--- src/rtl/mux_rr_stream.sv ---
`default_nettype none
// ============================================================================
// mux_rr_stream : N-channel valid/ready stream mux, fixed-select or round-robin
// Revision      : 1.0
// ============================================================================
module mux_rr_stream #(
    parameter int N_CH  = 4,
    parameter int WIDTH = 8,
    localparam int SEL_W = $clog2(N_CH)
) (
    input  logic                    clk,
    input  logic                    rst_n,
    input  logic                    mode,
    input  logic [SEL_W-1:0]        sel,
    input  logic [N_CH-1:0]         in_valid,
    input  logic [N_CH*WIDTH-1:0]   in_data,
    output logic [N_CH-1:0]         in_ready,
    output logic                    out_valid,
    input  logic                    out_ready,
    output logic [WIDTH-1:0]        out_data,
    output logic [SEL_W-1:0]        out_ch
);

    logic [SEL_W-1:0] rr_ptr;
    logic [SEL_W-1:0] rr_next;
    logic [SEL_W-1:0] grant_idx;
    logic             grant_vld;
    logic             load_en;
    logic             transfer;

    assign load_en = !out_valid || out_ready;

    always_comb begin
        int idx;
        idx       = 0;
        grant_vld = 1'b0;
        grant_idx = '0;
        if (!mode) begin
            // Loop compare keeps out-of-range sel values from ever granting
            for (int i = 0; i < N_CH; i++) begin
                if (sel == SEL_W'(i) && in_valid[i]) begin
                    grant_vld = 1'b1;
                    grant_idx = SEL_W'(i);
                end
            end
        end else begin
            // Scan downward so the channel closest to rr_ptr is assigned last
            for (int k = N_CH - 1; k >= 0; k--) begin
                idx = int'(rr_ptr) + k;
                if (idx >= N_CH) begin
                    idx = idx - N_CH;
                end
                if (in_valid[idx]) begin
                    grant_vld = 1'b1;
                    grant_idx = SEL_W'(idx);
                end
            end
        end
    end

    always_comb begin
        in_ready = '0;
        for (int i = 0; i < N_CH; i++) begin
            in_ready[i] = rst_n && grant_vld && load_en && (grant_idx == SEL_W'(i));
        end
    end

    assign transfer = |(in_valid & in_ready);
    assign rr_next  = (int'(grant_idx) == N_CH - 1) ? '0 : grant_idx + 1'b1;

    always_ff @(posedge clk) begin
        if (!rst_n) begin
            out_valid <= 1'b0;
            out_data  <= '0;
            out_ch    <= '0;
            rr_ptr    <= '0;
        end else begin
            if (transfer) begin
                out_valid <= 1'b1;
                out_data  <= in_data[int'(grant_idx)*WIDTH +: WIDTH];
                out_ch    <= grant_idx;
                if (mode) begin
                    rr_ptr <= rr_next;
                end
            end else if (load_en) begin
                out_valid <= 1'b0;
            end
        end
    end

endmodule
`default_nettype wire

--- config.mk ---
export PLATFORM = sky130hd
export DESIGN_NAME = mux_rr_stream
export DESIGN_NICKNAME = d
export VERILOG_FILES = /design/src/rtl/mux_rr_stream.sv
export SDC_FILE = /design/constraint.sdc
export NUM_CORES = 1
export LEC_CHECK = 0
export ABC_AREA = 0
export CAP_MARGIN = 25
export CORE_MARGIN = 2
export CORE_UTILIZATION = 38
export DETAILED_ROUTE_END_ITERATION = 16
export PLACE_DENSITY = 0.8
export SLEW_MARGIN = 20
export SYNTH_ARGS = -nofsm -noshare
export SYNTH_HDL_FRONTEND = slang
export SYNTH_SLANG_ARGS = --single-unit
export TNS_END_PERCENT = 20
--- constraint.sdc ---
create_clock -name clk -period 2.7 [get_ports clk]
set_input_delay 0.27 -clock clk [delete_from_list [all_inputs] [get_ports clk]]
set_output_delay 0.27 -clock clk [all_outputs]
set_load 0.02 [all_outputs]
==> Yosys cells after proc, flatten, opt, wreduce, memory -nomap -nowiden <==
Cells that the tools add are included.
{ "word_totals": {"ff_bits": 13, "input_bits": 42, "output_inout_bits": 15, "wordCells": 86} }
{ "classes": {"addsub": 8, "magnitude_cmp": 8, "n_eq_ne": 7, "shifts": 1, "muxes": 40, "bitwise": 1, "reduce_logical": 17} }
{ "ops": {"columns": ["op", "count"], "rows": [
  ["$mux W32", 8],
  ["$lt A32 B4 Y1 const B", 4],
  ["$shiftx A32 B6 Y8", 1],
  ["$mux W1", 20],
  ["$mux W2", 8],
  ["$sub A3 B3 Y4 const B", 3],
  ["$logic_and A1 B1 Y1", 10],
  ["$ge A3 B3 Y1 const B", 3],
  ["$bmux W1 S2", 4],
  ["$eq A2 B2 Y1 const B", 4],
  ["$add A2 B2 Y3 const B", 2],
  ["$eq A2 B1 Y1 const B", 3],
  ["$and A4 B4 Y4", 1],
  ["$logic_not A2 Y1", 2],
  ["$reduce_or A4 Y1", 1],
  ["$sub A2 B3 Y4 const B", 1],
  ["$add A2 B1 Y3 const B", 1],
  ["$ge A2 B3 Y1 const B", 1],
  ["$add A2 B1 Y2 const B", 1],
  ["$reduce_and A2 Y1", 1],
  ["$reduce_bool A2 Y1", 1],
  ["$logic_not A1 Y1", 1],
  ["$logic_or A1 B1 Y1", 1]
]} }

==> Logic depth before layout (Yosys ltp) <==
{ "depth": {"word_depth": 18, "mapped_depth": 12, "ltp_nobuf": 9} }

==> Least setup slack after synthesis <==
No wires, ideal clock.
{ "synth_path": {"path_kind": "register to register", "start": "register rr_ptr[1]", "end": "register out_data[0]", "setup_ns": 0.116, "t_arrival_ns": 2.384, "t_required_ns": 2.584, "slack_ns": 0.201, "path_stages_with_launch": 13, "path_buffers": 3, "synth_period_minus_slack_ns": 2.499, "cell_sequence": "dfxtp_1 -> buf_2 -> nand2b_1 -> a21oi_1 -> o32a_1 -> clkinv_1 -> buf_2 -> ha_1 -> and2_1 -> o31ai_4 -> buf_4 -> a221oi_1 -> a31o_1"} }
{ "synth_via": {"elab_chain_len": 17, "elab_cells_between_ends": 54, "classes_between": "7 x add/sub; 4 x order compare; 3 x eq/ne; 1 x shift; 30 x mux; 1 x bitwise; 8 x reduce/logical"} }
{ "synth_lines": {"columns": ["element", "line_no", "source"], "rows": [
  ["start: declaration", "24", "logic [SEL_W-1:0] rr_ptr;"],
  ["start signal: assignment", "83", "rr_ptr <= rr_next;"],
  ["branches (longest 17 deep; another with $sub A3 B3 Y4)", null, null],
  ["end signal: assignment", "80", "out_data <= in_data[int'(grant_idx)*WIDTH +: WIDTH];"],
  ["end: declaration", "20", "output logic [WIDTH-1:0] out_data,"]
]} }
Parallel ways; which one is timed is not known. The select of a mux whose other input is x is not followed.
A chain may end at the register's enable or synchronous reset.

==> Worst setup path in the final report <==
{ "layout_path": {"start": "input port in_valid[0]", "end": "output port in_ready[1]"} }
{ "layout_via": {"elab_chain_len": 11, "elab_cells_between_ends": 31, "classes_between": "1 x eq/ne; 26 x mux; 4 x reduce/logical"} }
{ "layout_lines": {"columns": ["element", "line_no", "source"], "rows": [
  ["start: declaration", "15", "input logic [N_CH-1:0] in_valid,"],
  ["$bmux W1 S2", "53", "if (in_valid[idx]) begin"],
  ["$mux W1 (not written as such) (2 in a row)", "53", null],
  ["$mux W1 (4 in a row)", "53", null],
  ["$mux W1", "38", "if (!mode) begin"],
  ["$logic_and A1 B1 Y1 (2 in a row)", "64", "in_ready[i] = rst_n && grant_vld && load_en && (grant_idx == SEL_W'(i));"],
  ["$logic_and A1 B1 Y1 (*)", "64", null],
  ["end: declaration", "17", "output logic [N_CH-1:0] in_ready,"]
]} }
Mark *: on every way between the ends. The rest lies on a longest branch, timed or not. The select of a mux whose other input is x is not followed.

==> summary.txt <==
CTS
  – Htree depth: 1
  – Post-CTS Setup Inserts: 0
  – Sink Count: 13
  – CTS tree: yes
  – Clock buffer depth: 2
  – Root Buffer: clkbuf_4
  – Worst skew pair latency: 280 ps
  – Cts repair resizes: 4
  – CTS Buf Count: 3
  – Hold_buf cts: 0
  – Clock transition at the registers of the reported paths: 70 ps

Placed design
  – Dpl cells: 216
  – Routability cong.: 0.915
  – Hpwl dp: 2.83 mm
  – Cell Area, Placed: 1700 um2
  – PortBufs: 56

Cells and area
  – Commonest cells after routing, fill and taps aside: 52 x clkdlybuf4s50_1, 20 x buf_4, 16 x nand2_1, 15 x a21oi_1, 13 x dfxtp_1
  – Post-route cell area: 1720 um2
  – Layout cells sized above 1: 17.4%
  – Net count reported at finish: 234
  – Post-layout util: 69.0%
  – Antenna cells: 0
  – Most common cell after layout, fill and taps aside: clkdlybuf4s50_1
  – Area Growth Syn to Fin: 71.6%
  – Fill cell count: 213
  – Non-filler cells, final: 220

Die
  – Num ports: 57
  – Chip width: 55.4 um
  – Starting Density: 40.2%
  – Core ar.: 2500 um2
  – Rows: 18
  – Die area: 3070 um2
  – Die Ht: 55.4 um

Outcome
  – Status: finished, final reports clean

GRT
  – Vias in the first global route: 1156
  – Total GRT Usage: 22.0%
  – First-pass GRT wire length: 5.55 mm
  – Initial antenna violation count: 0
  – Grt total ovfl: 0
  – Largest net degree at the start of global routing: 18

Detailed routing
  – Routed WL per cell: 15.6 um
  – DRC viols: 0
  – DRT Pass-1 Iters: 4
  – Via count: 1219
  – Post-route ant nets: 0
  – Via density: 5.54
  – Initial DRC count: 37
  – DRT Wirelength: 3.43 mm

Timing
  – TNS Setup: 0 ps
  – Period utilization: 96.8%
  – Final setup vio count: 0
  – Worst Clk Skew: 6.78 ps
  – Fin. max-slew vios: 0
  – Slew @ Worst Pin: 357 ps
  – Max Clock Freq: 383 MHz
  – Fin crit period: 2610 ps
  – Slew headroom: 75.6%
  – Unrepaired setup endpoints after global routing: false
  – Hold Vio Cnt, Final: 0

Critical path
  – Worst Path Buf+Inv: 3
  – Worst reg2reg path endpoint: out_data[3]
  – CP required: 2430 ps
  – Worst endpoint data arrival time: 2340 ps
  – Crit path capture type: output pin
  – Largest stage delay on the critical path: 490 ps
  – Worst-path fanout max: 8
  – Reg2reg start: rr_ptr[1]
  – Slowest-stage cell, CP: or4_4
  – Critical path launch point type: primary input
  – Critical Path, Cell by Cell: clkdlybuf4s50_1 > nor3b_1 > or4_4 > o21a_4 > buf_4 > nand2_1 > nor2_1 > dlygate4sd2_1
  – R2R Setup Slk: 200 ps
  – Crit Path Class: primary input to output pin
  – Delay-heaviest family, CP: buffers and inverters
  – Worst r2r path cells: 10

Power
  – Total chip power: 0.699 mW
  – PD cells: 406 nW/um2
  – Maximum vdd drop: 0.408 mV
  – Leakage: 0.688 nW

Synthesis
  – YS warnings: 0
  – Post-synthesis cell area: 1000 um2
  – Sequential area share after synthesis: 25.9%
  – Main synth FF type: dfxtp_1
  – Distinct cells, synth: 37
  – Post-synth EDFFs: 0
  – Register bit total from synthesis: 13
  – Mapped Cells: 117
  – Synthesized area per cell: 8.59 um2
  – Async set-or-reset flop fraction in the synthesized netlist: 0%
  – Syn nets: 160

Min path
  – Hold path endpoint: out_ch[1]
  – Hold Path Class: flip-flop to flip-flop
  – Hold path start: out_ch[1]
  – WHS Path Cells: 2

Run
  – Maximum capacitance violations: 0
## stage by stage
stage	setup slack [ps]	hold WS [ps]
finish	86.0	461
global route	35.3	478
CTS	90.2	460
detailed placement	-126	450
global placement	-75.6	431
floorplan	201	412
## per-layer routing
metal	wire [um]	track usage (%)	vias up
li1	-	-	593
met1	1420	27.2	567
met2	1720	37.4	51
met3	227	4.92	8
met4	57	7.32	0
met5	0	0	-
## state kept, by name (all words and copies together), names as in the netlist
register,count
out_ch,2
out_data,8
out_valid,1
rr_ptr,2
## worst max-delay path by stage
stage / endpoint / slack [ps] / cells after the start / start
2_1_floorplan: out_data[0] / 200 / 12 / rr_ptr[1]
3_3_place_gp: in_ready[3] / -80 / 8 / in_valid[0]
3_5_place_dp: in_ready[1] / -130 / 8 / in_valid[0]
4_1_cts: in_ready[1] / 90 / 8 / in_valid[0]
5_1_grt: in_ready[1] / 40 / 8 / in_valid[0]
6_report: in_ready[1] / 90 / 8 / in_valid[0]
## power by group
group / switching (mW) / internal (mW) / leakage, nW
logic: 0.156 / 0.187 / 0.566
registers: 0.0180 / 0.219 / 0.108
clock network: 0.0629 / 0.0573 / 0.0150
## logic make-up (layout without fill, tap and decap cells)
group	count (synthesis)	in the layout	synth area share, %
buffers and inverters	13	86	7.97
AOI/OAI and AO/OA	43	43	33.9
and+or+nand+nor	35	35	17.2
DFF	13	13	25.9
muxes	12	12	13.8
adders and majority gates	1	1	1.25
## cell usage after synthesis, drive strengths merged, types with 2 or more instances
| cell | instances | area (um2) |
|---|---|---|
| buf | 5 | 42.5 |
| a31o | 8 | 70.1 |
| a21oi | 15 | 75.1 |
| a221oi | 8 | 76.3 |
| and2 | 2 | 12.5 |
| dfxtp | 13 | 260 |
| clkbuf | 2 | 7.51 |
| nor2b | 3 | 18.8 |
| nor2 | 6 | 25.0 |
| nor3b | 2 | 15.0 |
| nand2b | 4 | 25.0 |
| mux2 | 2 | 22.5 |
| nand2 | 16 | 60.1 |
| o211ai | 2 | 15.0 |
| o31ai | 2 | 28.8 |
| inv | 5 | 26.3 |
| mux2i | 9 | 90.1 |
## area by class of cell
type | count | area [um2] | area share, %
clock buffers | 4 | 26.3 | 1.52
inverters | 6 | 30.0 | 1.74
multi-input cells | 91 | 664 | 38.5
flip-flops and latches | 13 | 260 | 15.1
well taps | 30 | 37.5 | 2.18
repair buffers | 76 | 706 | 40.9
## worst reg2reg max path, stage by stage, from the launching register on
cell and delay (ps):
dfxtp_1 500, nor3b_1 100, or4_4 490, o21a_4 240, inv_8 50, ha_1 140, and2_1 190, o31ai_4 90
buf_4 190, a221oi_1 330, a31o_1 140
(Power assumes the default switching activity.)
